## src/rtl/uart_tx_sequencer_pkg.sv

```systemverilog
// Shared types and helpers for the 8250-style UART transmit sequencer:
// FSM state encoding, LCR field positions and frame-shape helper functions.
package uart_tx_sequencer_pkg;

  localparam int OVERSAMPLE = 16;

  localparam int LCR_WLS_LSB = 0;
  localparam int LCR_WLS_MSB = 1;
  localparam int LCR_STB     = 2;
  localparam int LCR_PEN     = 3;
  localparam int LCR_EPS     = 4;
  localparam int LCR_STICK   = 5;
  localparam int LCR_BRK     = 6;

  typedef enum logic [2:0] {
    ST_IDLE,
    ST_START,
    ST_DATA,
    ST_PARITY,
    ST_STOP
  } tx_state_e;

  // Last tick index of the stop period: 1, 1.5 (5-bit words only) or 2 bit times.
  function automatic logic [4:0] stop_last_tick(input logic stb, input logic [1:0] wls,
                                                input int unsigned os);
    int unsigned n;
    if (!stb)
      n = os;
    else if (wls == 2'd0)
      n = os + os / 2;
    else
      n = 2 * os;
    return 5'(n - 1);
  endfunction

  // Parity over the data bits that are actually sent; stick parity forces ~EPS.
  function automatic logic parity_bit(input logic [7:0] data, input logic [5:0] cfg);
    logic [7:0] masked;
    masked = data & (8'hFF >> (~cfg[LCR_WLS_MSB:LCR_WLS_LSB]));
    if (cfg[LCR_STICK])
      return ~cfg[LCR_EPS];
    return cfg[LCR_EPS] ? ^masked : ~^masked;
  endfunction

endpackage

```

## src/rtl/uart_tx_sequencer_if.sv

```systemverilog
// TX FIFO handshake: show-ahead head byte plus a one-cycle pop strobe.
// The sequencer is the master (it pops), the FIFO is the slave.
interface uart_tx_sequencer_if;

  logic       fifo_empty;
  logic [7:0] fifo_data;
  logic       fifo_pop;

  modport master (output fifo_pop, input fifo_empty, input fifo_data);
  modport slave  (input fifo_pop, output fifo_empty, output fifo_data);

endinterface

```

## src/rtl/uart_tx_sequencer_baud_gen.sv

```systemverilog
// Oversampled baud tick generator. The active limit is only reloaded at a wrap
// (or an explicit clear), so a divisor write never cuts a running count short.
module uart_baud_gen #(
  parameter int DIV_W = 16
) (
  input  logic             CLK_I,
  input  logic             RST_I,
  input  logic [DIV_W-1:0] divisor,
  input  logic             clear,
  output logic             baud_tick
);

  logic [DIV_W-1:0] div_cnt;
  logic [DIV_W-1:0] div_lim;
  logic [DIV_W-1:0] lim_live;
  logic [DIV_W-1:0] cnt_nxt;
  logic [DIV_W-1:0] lim_nxt;
  logic             wrap;

  always_comb begin
    lim_live = (divisor == '0) ? {{(DIV_W-1){1'b0}}, 1'b1} : divisor;
    wrap     = (div_cnt >= div_lim - 1'b1);
    lim_nxt  = div_lim;
    cnt_nxt  = div_cnt + 1'b1;
    if (clear || wrap) begin
      lim_nxt = lim_live;
      cnt_nxt = '0;
    end
  end

  // The tick is registered one step ahead so it is high exactly while div_cnt sits at its terminal value.
  always_ff @(posedge CLK_I) begin
    if (RST_I) begin
      div_cnt   <= '0;
      div_lim   <= lim_live;
      baud_tick <= 1'b0;
    end else begin
      div_cnt   <= cnt_nxt;
      div_lim   <= lim_nxt;
      baud_tick <= (cnt_nxt == lim_nxt - 1'b1);
    end
  end

endmodule

```

## src/rtl/uart_tx_sequencer.sv

```systemverilog
// Transmit-side controller of the UART: pops bytes from the TX FIFO, frames them
// according to the LCR captured at pop time and shifts them out on txd.
module uart_tx_sequencer
  import uart_tx_sequencer_pkg::*;
#(
  parameter int OVERSAMPLE = uart_tx_sequencer_pkg::OVERSAMPLE,
  parameter int DIV_W      = 16
) (
  input  logic                       CLK_I,
  input  logic                       RST_I,
  input  logic [DIV_W-1:0]           divisor,
  input  logic [6:0]                 lcr,
  uart_tx_sequencer_if.master        fifo,
  output logic                       txd,
  output logic                       thre,
  output logic                       temt,
  output logic                       baud_tick
);

  localparam logic [4:0] BIT_LAST = 5'(OVERSAMPLE - 1);

  tx_state_e  state;
  logic [7:0] shift_q;
  logic [5:0] cfg_q;
  logic [4:0] tick_cnt;
  logic [2:0] bit_idx;
  logic       tx_bit;
  logic       pop_q;
  logic       start_frame;
  logic       baud_tick_w;
  logic [2:0] bit_last;
  logic [4:0] stop_last;

  assign start_frame = (state == ST_IDLE) && !fifo.fifo_empty;
  assign bit_last    = 3'd4 + {1'b0, cfg_q[LCR_WLS_MSB:LCR_WLS_LSB]};
  assign stop_last   = stop_last_tick(cfg_q[LCR_STB], cfg_q[LCR_WLS_MSB:LCR_WLS_LSB], OVERSAMPLE);

  uart_baud_gen #(
    .DIV_W (DIV_W)
  ) u_baud_gen (
    .CLK_I     (CLK_I),
    .RST_I     (RST_I),
    .divisor   (divisor),
    .clear     (start_frame),
    .baud_tick (baud_tick_w)
  );

  always_ff @(posedge CLK_I) begin
    if (RST_I) begin
      state    <= ST_IDLE;
      shift_q  <= '0;
      cfg_q    <= '0;
      tick_cnt <= '0;
      bit_idx  <= '0;
      tx_bit   <= 1'b1;
      pop_q    <= 1'b0;
    end else begin
      pop_q <= 1'b0;
      case (state)
        ST_IDLE: begin
          if (start_frame) begin
            pop_q    <= 1'b1;
            shift_q  <= fifo.fifo_data;
            cfg_q    <= lcr[5:0];
            tick_cnt <= '0;
            bit_idx  <= '0;
            tx_bit   <= 1'b0;
            state    <= ST_START;
          end
        end
        ST_START: begin
          if (baud_tick_w) begin
            if (tick_cnt == BIT_LAST) begin
              tick_cnt <= '0;
              bit_idx  <= '0;
              tx_bit   <= shift_q[0];
              state    <= ST_DATA;
            end else begin
              tick_cnt <= tick_cnt + 5'd1;
            end
          end
        end
        ST_DATA: begin
          if (baud_tick_w) begin
            if (tick_cnt == BIT_LAST) begin
              tick_cnt <= '0;
              if (bit_idx == bit_last) begin
                if (cfg_q[LCR_PEN]) begin
                  tx_bit <= parity_bit(shift_q, cfg_q);
                  state  <= ST_PARITY;
                end else begin
                  tx_bit <= 1'b1;
                  state  <= ST_STOP;
                end
              end else begin
                bit_idx <= bit_idx + 3'd1;
                tx_bit  <= shift_q[bit_idx + 3'd1];
              end
            end else begin
              tick_cnt <= tick_cnt + 5'd1;
            end
          end
        end
        ST_PARITY: begin
          if (baud_tick_w) begin
            if (tick_cnt == BIT_LAST) begin
              tick_cnt <= '0;
              tx_bit   <= 1'b1;
              state    <= ST_STOP;
            end else begin
              tick_cnt <= tick_cnt + 5'd1;
            end
          end
        end
        // Returning to IDLE costs one cycle before the next pop can be issued.
        ST_STOP: begin
          if (baud_tick_w) begin
            if (tick_cnt == stop_last) begin
              tick_cnt <= '0;
              state    <= ST_IDLE;
            end else begin
              tick_cnt <= tick_cnt + 5'd1;
            end
          end
        end
        default: state <= ST_IDLE;
      endcase
    end
  end

  // Break is a live override of the line; the frame keeps advancing underneath it.
  assign txd           = tx_bit & ~lcr[LCR_BRK];
  assign fifo.fifo_pop = pop_q;
  assign thre          = fifo.fifo_empty;
  assign temt          = fifo.fifo_empty && (state == ST_IDLE);
  assign baud_tick     = baud_tick_w;

endmodule

```

## src/flat_wrapper.sv

```systemverilog
// flat-port wrapper written by rule: the top's interface ports become plain ports
module uart_tx_sequencer_flat import uart_tx_sequencer_pkg::*;
#(
  parameter int OVERSAMPLE = uart_tx_sequencer_pkg::OVERSAMPLE,
  parameter int DIV_W      = 16
)
  (CLK_I, RST_I, divisor, lcr, txd, thre, temt, baud_tick, fifo_fifo_pop, fifo_fifo_empty, fifo_fifo_data);
  uart_tx_sequencer_if fifo_i ();
  input  logic CLK_I;
  input  logic RST_I;
  input  logic [DIV_W-1:0] divisor;
  input  logic [6:0] lcr;
  output logic txd;
  output logic thre;
  output logic temt;
  output logic baud_tick;
  output wire logic [$bits(fifo_i.fifo_pop)-1:0] fifo_fifo_pop;
  input wire logic [$bits(fifo_i.fifo_empty)-1:0] fifo_fifo_empty;
  input wire logic [$bits(fifo_i.fifo_data)-1:0] fifo_fifo_data;
  assign fifo_fifo_pop = fifo_i.fifo_pop;
  assign fifo_i.fifo_empty = fifo_fifo_empty;
  assign fifo_i.fifo_data = fifo_fifo_data;
  uart_tx_sequencer #(.OVERSAMPLE(OVERSAMPLE), .DIV_W(DIV_W)) u_core (.CLK_I(CLK_I), .RST_I(RST_I), .divisor(divisor), .lcr(lcr), .fifo(fifo_i), .txd(txd), .thre(thre), .temt(temt), .baud_tick(baud_tick));
endmodule
```

## config.mk

```make
export PLATFORM = sky130hd
export DESIGN_NAME = uart_tx_sequencer_flat
export DESIGN_NICKNAME = d
export VERILOG_FILES = /design/src/rtl/uart_tx_sequencer_pkg.sv /design/src/rtl/uart_tx_sequencer_if.sv /design/src/rtl/uart_tx_sequencer_baud_gen.sv /design/src/rtl/uart_tx_sequencer.sv /design/src/flat_wrapper.sv
export SDC_FILE = /design/constraint.sdc
export NUM_CORES = 1
export LEC_CHECK = 0
export CORE_ASPECT_RATIO = 0.5
export CORE_MARGIN = 4
export CORE_UTILIZATION = 58
export DETAILED_ROUTE_END_ITERATION = 8
export PLACE_DENSITY = 0.79
export SLEW_MARGIN = 10
export SYNTH_ARGS = -nofsm -noshare
export SYNTH_HDL_FRONTEND = slang
export SYNTH_SLANG_ARGS = --single-unit
```

## constraint.sdc

```tcl
create_clock -name CLK_I -period 7.2 [get_ports CLK_I]
set_clock_uncertainty 0.05 [all_clocks]
set_input_delay 1.8 -clock CLK_I [delete_from_list [all_inputs] [get_ports CLK_I]]
set_output_delay 1.8 -clock CLK_I [all_outputs]
set_load 0.03 [all_outputs]
```

Yosys cells after proc, flatten, opt, wreduce, memory -nomap -nowiden
Cells that the tools add are included. W data, S select, Z words.

Register bits: 60. Input bits: 34.

Add/subtract/negate cells: 7. $lt $le $gt $ge: 2. Eq/ne operators: 20. Shift-type cells: 1. Mux-type cells: 54. Bitwise operators: 6. Reduce and logical (&&, ||, !) cells: 19.

Operators by type and width (count): $mux W16 (4); $mux W3 (17); $mux W5 (7); $sub A16 B1 Y16 const B (2); $mux W1 (21); $add A16 B1 Y16 const B (1); $eq A16 B16 Y1 (1); $ge A16 B16 Y1 (1); $logic_not A16 Y1 (1); $pmux W3 S5 (1); $pmux W5 S3 (1); $ne A2 B1 Y1 const B (6); $ne A2 B2 Y1 const B (6); $reduce_and A10 Y1 (1); $pmux W3 S3 (1); $and A8 B8 Y8 (1); $reduce_and A8 Y1 (1); $reduce_xnor A8 Y1 (1); $reduce_xor A8 Y1 (1); $shr A8 B2 Y8 const A (1); $reduce_and A7 Y1 (1); $eq A3 B2 Y1 const B (2); $reduce_bool A3 Y1 (2); $add A5 B1 Y5 const B (1); 24 further kinds (27).

Longest topological paths before layout
Depth after elaboration: 13. Mapped depth: 24. Mapped depth without buffers: 20.

Cells and area by module
A second synthesis with hierarchy kept.

Cells, all modules: 492. Area total of the unflattened synthesis: 4095.2 µm².

Modules (own cells, without submodules): uart_baud_gen (times used 1, cells each 300, area each 2562.5 µm², seq. area each 660.6 µm²); uart_tx_sequencer (times used 1, cells each 192, area each 1532.7 µm², seq. area each 540.5 µm²).

Least setup slack after synthesis
OpenSTA, ideal clock, no wires.

Path kind: register to register. Start point: register u_core.u_baud_gen.div_lim[2]. End point: register u_core.u_baud_gen.baud_tick. Setup time: 0.103 ns. Data arrival time: 5.121 ns. Slack: 1.926 ns. Cell stages (with the launch flop): 24. Path buffers: 5. Clock period less this slack: 5.274 ns. Cells stage by stage: dfxtp_1 > clkbuf_1 > nor4_1 > and4b_1 > clkbuf_1 > nand2_1 > xor2_1 > ha_1 > nand4_1 > or4_1 > a221o_1 > o211ai_1 > buf_6 > clkbuf_4 > mux2i_1 > ha_1 > buf_6 > xnor2_1 > xnor2_1 > nand3_1 > or4_1 > nor3_1 > o21ai_1 > a2111oi_2.

Cells in the longest elaborated chain, start to end: 6.

RTL lines: from (decl) (RTL line uart_tx_sequencer_baud_gen.sv:14) `logic [DIV_W-1:0] div_lim;`; from (signal assigned) (RTL line uart_tx_sequencer_baud_gen.sv:35) `div_lim <= lim_live;`; from (signal assigned) (RTL line uart_tx_sequencer_baud_gen.sv:39) `div_lim <= lim_nxt;`; $sub A16 B1 Y16 (RTL line uart_tx_sequencer_baud_gen.sv:22) `wrap = (div_cnt >= div_lim - 1'b1);`; $ge A16 B16 Y1 (RTL line uart_tx_sequencer_baud_gen.sv:22); $logic_or A1 B1 Y1 (RTL line uart_tx_sequencer_baud_gen.sv:25) `if (clear || wrap) begin`; $mux W16 (RTL line uart_tx_sequencer_baud_gen.sv:25); $sub A16 B1 Y16 (RTL line uart_tx_sequencer_baud_gen.sv:40) `baud_tick <= (cnt_nxt == lim_nxt - 1'b1);`; $eq A16 B16 Y1 * (RTL line uart_tx_sequencer_baud_gen.sv:40); to (signal assigned) (RTL line uart_tx_sequencer_baud_gen.sv:40); to (decl) (RTL line uart_tx_sequencer_baud_gen.sv:10) `output logic baud_tick`.

Mark *: on every way between the ends. The rest lies on a longest branch, timed or not. A chain may end at the register's enable or synchronous reset.

Final worst setup path
Start point: register u_core.u_baud_gen.div_lim[5]. End point: register u_core.u_baud_gen.baud_tick.

Same word-level chain as after synthesis.

==> run_results.csv <==
group,metric,value,unit
timing,fin_ws,1.38,ns
timing,finalHoldViolations,0,
setup_path,crit_required,7.38,ns
place,pre_cts_slack,1.42,ns
synthesis,synth_top_cells_by_area,"dfxtp_1 30%, xnor2_1 7.4%, ha_1 7.2%, xor2_1 5.9%, nand2_1 5.4%",
grt,grt_usage,0.228,
floorplanning,die_x,125,um
place,dp_cells,591,
timing,fin_crit,5.82,ns
synthesis,synth_fp_nets,539,
cells_and_area,final_nets,567,
outcome,status,"completed",
synthesis,synthMuxAreaShare,0.0917,
grt,grt-ovfl-total,0,
clocking,clockRootBuffer,"clkbuf_16",
floorplanning,start_util,0.599,
power_and_ir_drop,power.switching,296,uW
grt,grt_pass1_wl,15100,um
timing,finalCritPeriodShare,0.808,
cells_and_area,multi_input_area,2630,um^2
hold_path,hp-start,"u_core.cfg_q[5]$_SDFFE_PP0P_",
synthesis,synth-seq-cells,60,
timing,worst_pin_slew,0.836,ns
clocking,cts_tree,"built",
timing,worst_hold_slack,0.409,ns
floorplanning,ios,39,
clocking,cts.htree.levels,3,
power_and_ir_drop,pwr-share-comb,0.212,
cells_and_area,syn_to_final_growth,18.1,%
setup_path,r2r-start,"u_core.u_baud_gen.div_lim[5]$_DFF_P_",
clocking,cts.sinks,60,
drt,dr.pass1.iters,4,
synthesis,synth_xor_area_frac,0.145,
cells_and_area,nFillCells,540,
place,gp_congestion,0.849,
cells_and_area,fin_cells,607,
place,port_buffers,38,
setup_path,cp-end-kind,"flip-flop",
grt,grt_max_degree,33,
synthesis,yosys_warnings,0,
drt,finalWirelength,9200,um
cells_and_area,n_antenna_cell,0,
synthesis,synth_compound_area_frac,0.111,
hold_path,min_to,"u_core.cfg_q[5]$_SDFFE_PP0P_",
drt,vias_per_cell,5.86,
clocking,insertion_delay,0.33,ns
synthesis,async_flop_share,0,
synthesis,synth_adder_area_share,0.0720,
drt,drc,0,
synthesis,synth_edf_count,0,
setup_path,r2r-end,"u_core.u_baud_gen.baud_tick$_SDFF_PP0_",
clocking,cts_hold_buffers,0,
drt,final_antenna_net_count,0,
clocking,cts_buffers,9,
setup_path,crit_type,"flip-flop to flip-flop",
power_and_ir_drop,clock_power_share,0.424,
setup_path,start_kind,"flip-flop",
hold_path,min_path_cells,2,
grt,antenna_found_initial,0,
synthesis,synth_top_family_by_area,"simple AND/OR/NAND/NOR gates",
timing,fin_tns_setup,0,ns
drt,routedWlPerCell,15.2,um
clocking,clkTransAtPathRegs,0.05,ns
synthesis,yosysTopAreaCellShare,0.300,
floorplanning,rows,21,
synthesis,synth_cell_types,58,
power_and_ir_drop,leakage,1.76,nW
synthesis,syn-instance-count,482,
power_and_ir_drop,switching_share,0.276,
hold_path,hold_class,"flip-flop to flip-flop",
cells_and_area,seq_area,1200,um^2
setup_path,cp.arrival,6.00,ns
timing,max_slew_margin,0.437,
power_and_ir_drop,p_per_area,227,nW/um^2
drt,drt_iter0_drc,276,
synthesis,ys_seq_area_frac,0.300,
drt,dr_total_vias,3559,
floorplanning,die_area,8370,um^2
synthesis,syn_area_per_cell,8.29,um^2
timing,max_freq,172,MHz
clocking,cts_buffer_depth,2,
synthesis,synth_top_area_cell,"dfxtp_1",
power_and_ir_drop,ir_drop,0.144,mV
run,cap_violations,0,
synthesis,synthSimpleGateAreaFrac,0.238,
setup_path,r2r_cells,19,
power_and_ir_drop,pwr-share-seq,0.364,
power_and_ir_drop,finalPower,1.07,mW
synthesis,synthFlopType,"dfxtp_1",
timing,rsz0062_at_grt,"false",
floorplanning,coreArea,6670,um^2
setup_path,ff2ff_setup_slack,1.38,ns
power_and_ir_drop,intPower,774,uW
synthesis,yosysMostFrequentCell,"dfxtp_1",
clocking,cts_setup_buffers,0,
clocking,cts_resized,0,
synthesis,syn-cell-area,4000,um^2
timing,drv_slew,0,
setup_path,worstPathMaxFanout,20,
timing,setup_viol,0,
synthesis,synth_commonest_cells,"60 x dfxtp_1, 58 x nand2_1, 58 x nor2_1, 34 x xnor2_1, 31 x a21oi_1",
cells_and_area,layout-drive-gt1-share,0.0893,
grt,grt_pass1_vias,3277,
place,dp_hpwl,6740,um
floorplanning,die_y,66.7,um
## cell usage in the layout (no fill, tap or decap), types with 8 or more instances in the layout
cell type         n
nand2_1          58
xor2_1           27
nor4_1            9
xnor2_1          34
ha_1             23
nand4_1           8
clkbuf_16         9
dfxtp_1          60
inv_1            14
a21oi_1          31
mux2i_1          13
nor2_1           58
nor3_1           13
nand3_1          10
clkdlybuf4s50_1  38
o21ai_0          15
mux2_2           15
## worst max-delay path, cell delays in order (launching register included)
cell       delay [ns]
dfxtp_1          0.35
nor4_1           0.75
and4b_1          0.49
nand2_1          0.13
xor2_1           0.16
ha_1             0.32
nand4_1          0.15
or4_1            0.56
a221o_1          0.29
o211ai_1         0.09
buf_4            0.29
mux2i_1          0.27
ha_1             0.39
xnor2_1          0.19
xnor2_1          0.14
nand3_1          0.10
or4_1            0.50
nor3_1           0.14
o21ai_1          0.10
a2111oi_2        0.27
## registers in the layout, indices dropped and copies added, names as in the netlist
signal / cells
u_core.tx_bit: 1
u_core.u_baud_gen.div_lim: 16
u_core.shift_q: 8
u_core.u_baud_gen.div_cnt: 16
u_core.tick_cnt: 5
u_core.u_baud_gen.baud_tick: 1
u_core.fifo.fifo_pop: 1
u_core.state: 3
u_core.cfg_q: 6
u_core.bit_idx: 3
## cell families (layout without fill, tap and decap cells)
| logic type | after synthesis | in the layout |
|---|---|---|
| AND/OR/NAND/NOR | 194 | 194 |
| adder cells (fa/ha/maj) | 23 | 23 |
| AO/OA/AOI/OAI | 73 | 73 |
| multiplexers | 31 | 31 |
| XOR/XNOR | 63 | 63 |
| flip-flops | 60 | 60 |
| buffers and inverters | 38 | 71 |
## layout make-up
class / instances / share of cell area
timing repair buffer: 41 / 0.0853
clock buffer: 11 / 0.0514
multi-input combinational: 384 / 0.557
clock inverter: 5 / 0.0159
tap: 92 / 0.0244
sequential: 60 / 0.254
inverter: 14 / 0.0111
## layer usage
layer,share of wire,wire length (um),vias to the layer above,global-route usage
met1,0.46,4210,1687,0.269
met3,0.052,475,18,0.0689
li1,-,-,1767,-
met4,0.019,176,0,0.0946
met5,0,0,-,0
met2,0.47,4340,87,0.392
## power groups by stage
stage          registers, mW  logic, mW  clock network [mW]
2_1_floorplan          0.379      0.177                   0
3_3_place_gp           0.394      0.219                   0
3_5_place_dp           0.395      0.224                   0
4_1_cts                0.388      0.227               0.464
5_1_grt                0.393      0.249               0.479
6_report               0.389      0.227               0.454
## through the flow
stage                     area, um^2  utilization
final                           4720        0.707
after CTS                       4720        0.707
after floorplan                 4000            -
after global routing            4720        0.707
after detailed placement        4400        0.660
after global placement          4400        0.660
## worst max path at each step
stage	startpoint	end	slack, ns	cells past startpoint
2_1_floorplan	u_core.u_baud_gen.div_lim[2]$_DFF_P_	u_core.u_baud_gen.baud_tick$_SDFF_PP0_	1.93	23
3_3_place_gp	divisor[3]	u_core.u_baud_gen.baud_tick$_SDFF_PP0_	1.54	14
3_5_place_dp	divisor[3]	u_core.u_baud_gen.baud_tick$_SDFF_PP0_	1.42	14
4_1_cts	u_core.u_baud_gen.div_lim[5]$_DFF_P_	u_core.u_baud_gen.baud_tick$_SDFF_PP0_	1.40	19
5_1_grt	u_core.u_baud_gen.div_lim[5]$_DFF_P_	u_core.u_baud_gen.baud_tick$_SDFF_PP0_	0.91	19
6_report	u_core.u_baud_gen.div_lim[5]$_DFF_P_	u_core.u_baud_gen.baud_tick$_SDFF_PP0_	1.38	19
No activity file was read; power rests on OpenSTA's default activity.
